==> config.mk <==
export PLATFORM = sky130hd
export DESIGN_NAME = clk_div_monitor_flat
export DESIGN_NICKNAME = d
export VERILOG_FILES = /design/src/rtl/clk_div_monitor_if.sv /design/src/rtl/clk_div_monitor.sv /design/src/flat_wrapper.sv
export SDC_FILE = /design/constraint.sdc
export NUM_CORES = 1
export LEC_CHECK = 0
export BUFFER_PORTS_ARGS = -buffer_cell sky130_fd_sc_hd__buf_4
export CAP_MARGIN = 0
export CORE_UTILIZATION = 55
export DETAILED_ROUTE_END_ITERATION = 10
export GPL_TIMING_DRIVEN = 0
export PLACE_DENSITY_LB_ADDON = 0.3
export SYNTH_ARGS = -nofsm -noshare
export SYNTH_HDL_FRONTEND = slang
export SYNTH_SLANG_ARGS = --single-unit
export TNS_END_PERCENT = 5
==> constraint.sdc <==
create_clock -name clk_hf -period 4.45 [get_ports clk_hf]
set_clock_uncertainty 0.05 [all_clocks]
set_input_delay 0.2225 -clock clk_hf [delete_from_list [all_inputs] [get_ports clk_hf]]
set_output_delay 0.2225 -clock clk_hf [all_outputs]
set_load 0.01 [all_outputs]
==> src/rtl/clk_div_monitor_if.sv <==
// Signal bundle between a clk_div_monitor and the fast-domain logic using it.
// master: drives clk_div/clear, reads strobes, period, lock/loss and high time.
interface clk_div_monitor_if #(
    parameter int CNT_W = 16
);
    logic             clk_div;
    logic             clear;
    logic             rise_pulse;
    logic             fall_pulse;
    logic [CNT_W-1:0] period;
    logic             period_valid;
    logic             locked;
    logic             lost;
    logic [CNT_W-1:0] high_time;

    modport master (
        output clk_div, clear,
        input  rise_pulse, fall_pulse, period, period_valid,
        input  locked, lost, high_time
    );

    modport slave (
        input  clk_div, clear,
        output rise_pulse, fall_pulse, period, period_valid,
        output locked, lost, high_time
    );
endinterface

==> src/rtl/clk_div_monitor.sv <==
// Fast-domain monitor for a divided clock: sync, edge strobes, period, lock/loss.
// Ports: clk_hf, rst_n (async low), mon (slave). Duty counter: CLK_MON_DUTY_EN.
module clk_div_monitor #(
    parameter int CNT_W       = 16,
    parameter int SYNC_STAGES = 2,
    parameter int EXP_PERIOD  = 8,
    parameter int TOL         = 1,
    parameter int LOCK_COUNT  = 4,
    parameter int TIMEOUT     = 64
) (
    input  logic             clk_hf,
    input  logic             rst_n,
    clk_div_monitor_if.slave mon
);
    typedef enum logic [1:0] {
        ACQUIRE,
        MEASURE,
        LOCKED,
        LOST
    } state_t;

    localparam int MW = $clog2(LOCK_COUNT + 1);
    localparam logic [CNT_W-1:0] CNT_MAX = '1;
    localparam logic [CNT_W-1:0] TO_LAST = CNT_W'(TIMEOUT - 1);
    localparam logic signed [CNT_W:0] EXP_S = (CNT_W+1)'(EXP_PERIOD);
    localparam logic signed [CNT_W:0] TOL_S = (CNT_W+1)'(TOL);
    localparam logic [MW-1:0] LOCK_N = MW'(LOCK_COUNT);

    logic [SYNC_STAGES-1:0] sync_q, sync_d;
    logic                   prev_q;
    logic                   cur, rise, fall;

    state_t           state_q, state_d;
    logic [CNT_W-1:0] cnt_q, cnt_d;
    logic [MW-1:0]    match_q, match_d, match_inc;
    logic [CNT_W-1:0] period_q, period_d;
    logic             pv_q, pv_d;
    logic             locked_q, locked_d;
    logic             lost_q, lost_d;
    logic             rise_pulse_q, rise_pulse_d;
    logic             fall_pulse_q, fall_pulse_d;

    logic [CNT_W-1:0]  meas;
    logic signed [CNT_W:0] diff, adiff;
    logic              in_tol;

    assign sync_d = {sync_q[SYNC_STAGES-2:0], mon.clk_div};
    assign cur    = sync_q[SYNC_STAGES-1];
    assign rise   = cur & ~prev_q;
    assign fall   = ~cur & prev_q;

    // cnt holds cycles since the last rise, so the period is one more.
    assign meas   = cnt_q + 1'b1;
    assign diff   = $signed({1'b0, meas}) - EXP_S;
    assign adiff  = diff[CNT_W] ? -diff : diff;
    assign in_tol = (adiff <= TOL_S);

    assign match_inc = (match_q == LOCK_N) ? match_q : match_q + 1'b1;

    always_comb begin
        state_d      = state_q;
        match_d      = match_q;
        period_d     = period_q;
        pv_d         = 1'b0;
        rise_pulse_d = rise;
        fall_pulse_d = fall;
        cnt_d        = (cnt_q == CNT_MAX) ? cnt_q : cnt_q + 1'b1;
        if (rise) begin
            cnt_d = '0;
        end

        if (mon.clear) begin
            state_d = ACQUIRE;
            match_d = '0;
            cnt_d   = '0;
        end else begin
            unique case (state_q)
                ACQUIRE: begin
                    cnt_d = '0;
                    if (rise) begin
                        state_d = MEASURE;
                    end
                end
                MEASURE, LOCKED: begin
                    if (rise) begin
                        period_d = meas;
                        pv_d     = 1'b1;
                        if (in_tol) begin
                            match_d = match_inc;
                            if (match_inc == LOCK_N) begin
                                state_d = LOCKED;
                            end
                        end else begin
                            match_d = '0;
                            state_d = MEASURE;
                        end
                    end else if (cnt_q == TO_LAST) begin
                        state_d = LOST;
                    end
                end
                LOST: begin
                    if (rise) begin
                        state_d = MEASURE;
                        match_d = '0;
                    end
                end
                default: state_d = ACQUIRE;
            endcase
        end

        locked_d = (state_d == LOCKED);
        lost_d   = (state_d == LOST);
    end

    always_ff @(posedge clk_hf or negedge rst_n) begin
        if (!rst_n) begin
            sync_q       <= '0;
            prev_q       <= 1'b0;
            state_q      <= ACQUIRE;
            cnt_q        <= '0;
            match_q      <= '0;
            period_q     <= '0;
            pv_q         <= 1'b0;
            locked_q     <= 1'b0;
            lost_q       <= 1'b0;
            rise_pulse_q <= 1'b0;
            fall_pulse_q <= 1'b0;
        end else begin
            sync_q       <= sync_d;
            prev_q       <= cur;
            state_q      <= state_d;
            cnt_q        <= cnt_d;
            match_q      <= match_d;
            period_q     <= period_d;
            pv_q         <= pv_d;
            locked_q     <= locked_d;
            lost_q       <= lost_d;
            rise_pulse_q <= rise_pulse_d;
            fall_pulse_q <= fall_pulse_d;
        end
    end

    assign mon.rise_pulse   = rise_pulse_q;
    assign mon.fall_pulse   = fall_pulse_q;
    assign mon.period       = period_q;
    assign mon.period_valid = pv_q;
    assign mon.locked       = locked_q;
    assign mon.lost         = lost_q;

`ifdef CLK_MON_DUTY_EN
    logic [CNT_W-1:0] hcnt_q, hcnt_d;
    logic [CNT_W-1:0] high_q, high_d;

    always_comb begin
        hcnt_d = hcnt_q;
        high_d = high_q;
        if (cur && hcnt_q != CNT_MAX) begin
            hcnt_d = hcnt_q + 1'b1;
        end
        if (rise) begin
            hcnt_d = '0;
        end
        if (mon.clear) begin
            high_d = '0;
        end else if (fall && (state_q == MEASURE || state_q == LOCKED)) begin
            high_d = hcnt_q + 1'b1;
        end
    end

    always_ff @(posedge clk_hf or negedge rst_n) begin
        if (!rst_n) begin
            hcnt_q <= '0;
            high_q <= '0;
        end else begin
            hcnt_q <= hcnt_d;
            high_q <= high_d;
        end
    end

    assign mon.high_time = high_q;
`else
    assign mon.high_time = '0;
`endif
endmodule

==> src/flat_wrapper.sv <==
// flat-port wrapper written by rule: the top's interface ports become plain ports
module clk_div_monitor_flat 
#(
    parameter int CNT_W       = 16,
    parameter int SYNC_STAGES = 2,
    parameter int EXP_PERIOD  = 8,
    parameter int TOL         = 1,
    parameter int LOCK_COUNT  = 4,
    parameter int TIMEOUT     = 64
)
  (clk_hf, rst_n, mon_clk_div, mon_clear, mon_rise_pulse, mon_fall_pulse, mon_period, mon_period_valid, mon_locked, mon_lost, mon_high_time);
  clk_div_monitor_if #(.CNT_W(CNT_W)) mon_i ();
  input  logic clk_hf;
  input  logic rst_n;
  input wire logic [$bits(mon_i.clk_div)-1:0] mon_clk_div;
  input wire logic [$bits(mon_i.clear)-1:0] mon_clear;
  output wire logic [$bits(mon_i.rise_pulse)-1:0] mon_rise_pulse;
  output wire logic [$bits(mon_i.fall_pulse)-1:0] mon_fall_pulse;
  output wire logic [$bits(mon_i.period)-1:0] mon_period;
  output wire logic [$bits(mon_i.period_valid)-1:0] mon_period_valid;
  output wire logic [$bits(mon_i.locked)-1:0] mon_locked;
  output wire logic [$bits(mon_i.lost)-1:0] mon_lost;
  output wire logic [$bits(mon_i.high_time)-1:0] mon_high_time;
  assign mon_i.clk_div = mon_clk_div;
  assign mon_i.clear = mon_clear;
  assign mon_rise_pulse = mon_i.rise_pulse;
  assign mon_fall_pulse = mon_i.fall_pulse;
  assign mon_period = mon_i.period;
  assign mon_period_valid = mon_i.period_valid;
  assign mon_locked = mon_i.locked;
  assign mon_lost = mon_i.lost;
  assign mon_high_time = mon_i.high_time;
  clk_div_monitor #(.CNT_W(CNT_W), .SYNC_STAGES(SYNC_STAGES), .EXP_PERIOD(EXP_PERIOD), .TOL(TOL), .LOCK_COUNT(LOCK_COUNT), .TIMEOUT(TIMEOUT)) u_core (.clk_hf(clk_hf), .rst_n(rst_n), .mon(mon_i));
endmodule
==> results.tsv <==
stage	metric	value	unit
cts	clock_sinks	45	
synth	yosys_warnings	0	
setup_path	critPathMaxFanout	9	
setup_path	cp_num_buf_inv	2	
setup_path	worstSetupPathType	flip-flop to flip-flop	
floorplanning	row_count	25	
floorplanning	die-width	73.7	um
setup_path	end_kind	flip-flop	
synth	async_flop_share	100	%
sta	period_share	91.4	%
sta	fin_crit	4.07	ns
cts	clock_latency	0.31	ns
synth	synth_edf_count	0	
global_routing	antenna_found_initial	0	
global_routing	grt_pass1_wl	11400	um
cts	root_buffer	clkbuf_8	
setup_path	arrival	4.24	ns
synth	synth_seq_area_share	39.9	%
setup_path	crit_chain	buf_4 -> and3_1 -> xnor2_1 -> ha_1 -> clkbuf_1 -> nand2_1 -> or3_1 -> a211oi_1 -> or4b_1 -> o211ai_1 -> a32oi_1 -> a211oi_4 -> a31oi_1 -> nor3_1	
sta	rsz0062_at_grt	false	
cells_and_area	fin_nets	375	
synth	syn_area_per_cell	8.97	um2
sta	worst_slack	0.382	ns
floorplanning	core	0.00482	mm2
placed_design	place_area	0.00315	mm2
setup_path	critPathRequiredTime	4.62	ns
sta	max_freq	246	MHz
synth	ys.flop_type	dfrtp_1	
global_routing	first_global_vias	2424	
setup_path	max_stage_delay	0.47	ns
routing	antenna_left	0	
synth	ys_seq_elements	45	
pwr	ir_worst_vdd	171	uV
cells_and_area	fin_area	0.00327	mm2
cells_and_area	syn_to_final_growth	15.8	%
routing	wl_per_cell	15.3	um
sta	fin_setup_tns	0	ns
cts	clockBufferDepth	2	
global_routing	grt_use_total	28.0	%
synth	netlist_area	0.00283	mm2
sta	setup-violations-final	0	
routing	first_pass_iters	4	
pwr	powerDensity	256	mW/mm2
pwr	power.total	0.836	mW
cells_and_area	fin_util	67.9	%
setup_path	crit_family	simple AND/OR/NAND/NOR gates	
setup_path	critPathLaunchType	flip-flop	
sta	drv_slew	0	
setup_path	cp_slowest_cell	or4b_1	
min_path	hp-class	primary input to flip-flop	
job	drv_cap	0	
routing	drc	0	
floorplanning	start_util	58.6	%
cells_and_area	diodes	0	
cts	cts_tree	done	
cells_and_area	final_cell_mix	44 x buf_4, 44 x dfrtp_1, 40 x nand2_1	
routing	drt_iter0_drc	229	
cells_and_area	drive_gt1_share	20.6	%
sta	maxSlewHeadroom	61.8	%
global_routing	grt_max_degree	46	
sta	tightest_slew	0.573	ns
cts	cts_made_buffers	5	
placed_design	place_congestion	0.883	
floorplanning	ios	41	
pwr	leakagePower	1.54	nW
cells_and_area	nFillCells	420	
placed_design	hpwl	4860	um
cts	path_clk_slew	0.09	ns
floorplanning	die_area	0.00543	mm2
routing	wirelength	6610	um
floorplanning	die_h	73.7	um
cts	h-tree-depth	2	
sta	final_hold_viol_count	0	
placed_design	io_buffer_count	24	
global_routing	gr-total-overflow	0	
routing	viasPerCell	5.62	
synth	synth_cell_type_count	62	
placed_design	place_ws	0.225	ns
outcome	status	complete, no violations	
routing	via_count	2421	
synth	syn_inst	315	
## synthesized netlist by cell type, drive strengths merged, types with 2 or more instances
cell	count	area share (%)
a211oi	2	0.97
a21oi	4	0.71
a31o	2	0.62
a31oi	3	0.66
a41oi	3	0.93
and2	7	1.5
and3	3	0.84
buf	22	5.6
clkbuf	9	1.2
dfrtp	45	40
ha	8	3.5
inv	12	1.6
mux2i	2	0.71
nand2	42	5.8
nand3	10	2.3
nand4	11	2.7
nor2	19	2.5
nor2b	2	0.44
nor3	7	1.2
nor3b	2	0.71
nor4	6	2.1
o2111ai	3	0.93
o211ai	2	0.53
o21ai	37	6.6
o31a	3	1.0
or2	2	0.44
or3	8	1.8
or4	2	0.53
xnor2	12	4.0
xor2	8	2.5
## path summary, 6_finish.rpt
check | from | end | slack, ns | depth (start not counted)
worst max-delay path | u_core.cnt_q[0] | u_core.mon.lost | 0.38 | 14
min in group asynchronous | rst_n | u_core.cnt_q[9] | 0.40 | 2
worst min register to register | u_core.sync_q[0] | u_core.sync_q[1] | 0.31 | 0
worst min-delay path | mon_clear | u_core.match_q[0] | 0.19 | 4
max in group asynchronous | rst_n | u_core.cnt_q[1] | 3.54 | 2
worst max register to register | u_core.cnt_q[0] | u_core.mon.lost | 0.38 | 14
## cells by family after synthesis
group	Yosys count	share of synthesized area (%)
fa+ha+maj	8	3.54
mux	3	1.11
compound gates	70	16.5
other cells	1	0.133
simple gates	125	24.0
flops	45	39.9
buf+inv	43	8.41
xor+xnor	20	6.47
## where the power goes
group / leakage, nW / switching, mW / internal (mW)
Clock: 0.0452 / 0.154 / 0.115
Combinational: 0.899 / 0.0616 / 0.0558
Sequential: 0.599 / 0.0149 / 0.435
Total: 1.54 / 0.231 / 0.605
## flip-flops by register name, summed over array words and instances (netlist names), 2 cells and up
signal and cells:
u_core.cnt_q 16, u_core.mon.period 16, u_core.match_q 3, u_core.state_q 2
u_core.sync_q 2
## per-stage QoR
step / cells / hold WS (ns)
2_1_floorplan: 330 / -0.123
3_3_place_gp: 421 / 0.204
3_5_place_dp: 421 / 0.210
4_1_cts: 431 / 0.182
5_1_grt: 431 / 0.195
6_report: 431 / 0.190
## cell type report
class,instances,area [um2],share of cell area [%]
buffer,31,193,5.89
clock buffer,5,68.8,2.10
clock inverter,3,25.0,0.765
inverter,12,45.0,1.38
multi-input combinational,242,1530,46.7
sequential,45,1130,34.5
tap,67,83.8,2.56
timing repair buffer,26,200,6.12
## per-layer routing
layer | vias up | global-route usage [%] | share of wire [%]
li1 | 1181 | - | -
met1 | 1142 | 37.1 | 46
met2 | 78 | 43.6 | 47
met3 | 20 | 5.76 | 4.9
met4 | 0 | 13.9 | 3.0
met5 | - | 0 | 0
## repair_timing
action / in CTS / in global routing
setup endpoints to repair: 0 / 5
endpoints found under the hold margin: 46 / 0
hold buffers: 2 / 0
setup buffers: 0 / 0
gates resized for setup: 0 / 3
## worst register-to-register path: stages (launching register included)
cell      delay [ns]
dfrtp_1         0.43
buf_4           0.20
and3_1          0.21
xnor2_1         0.36
ha_1            0.21
clkbuf_1        0.28
nand2_1         0.08
or3_1           0.31
a211oi_1        0.35
or4b_1          0.47
o211ai_1        0.12
a32oi_1         0.17
a211oi_4        0.31
a31oi_1         0.22
nor3_1          0.20
Power figures use the tool's default switching activity.
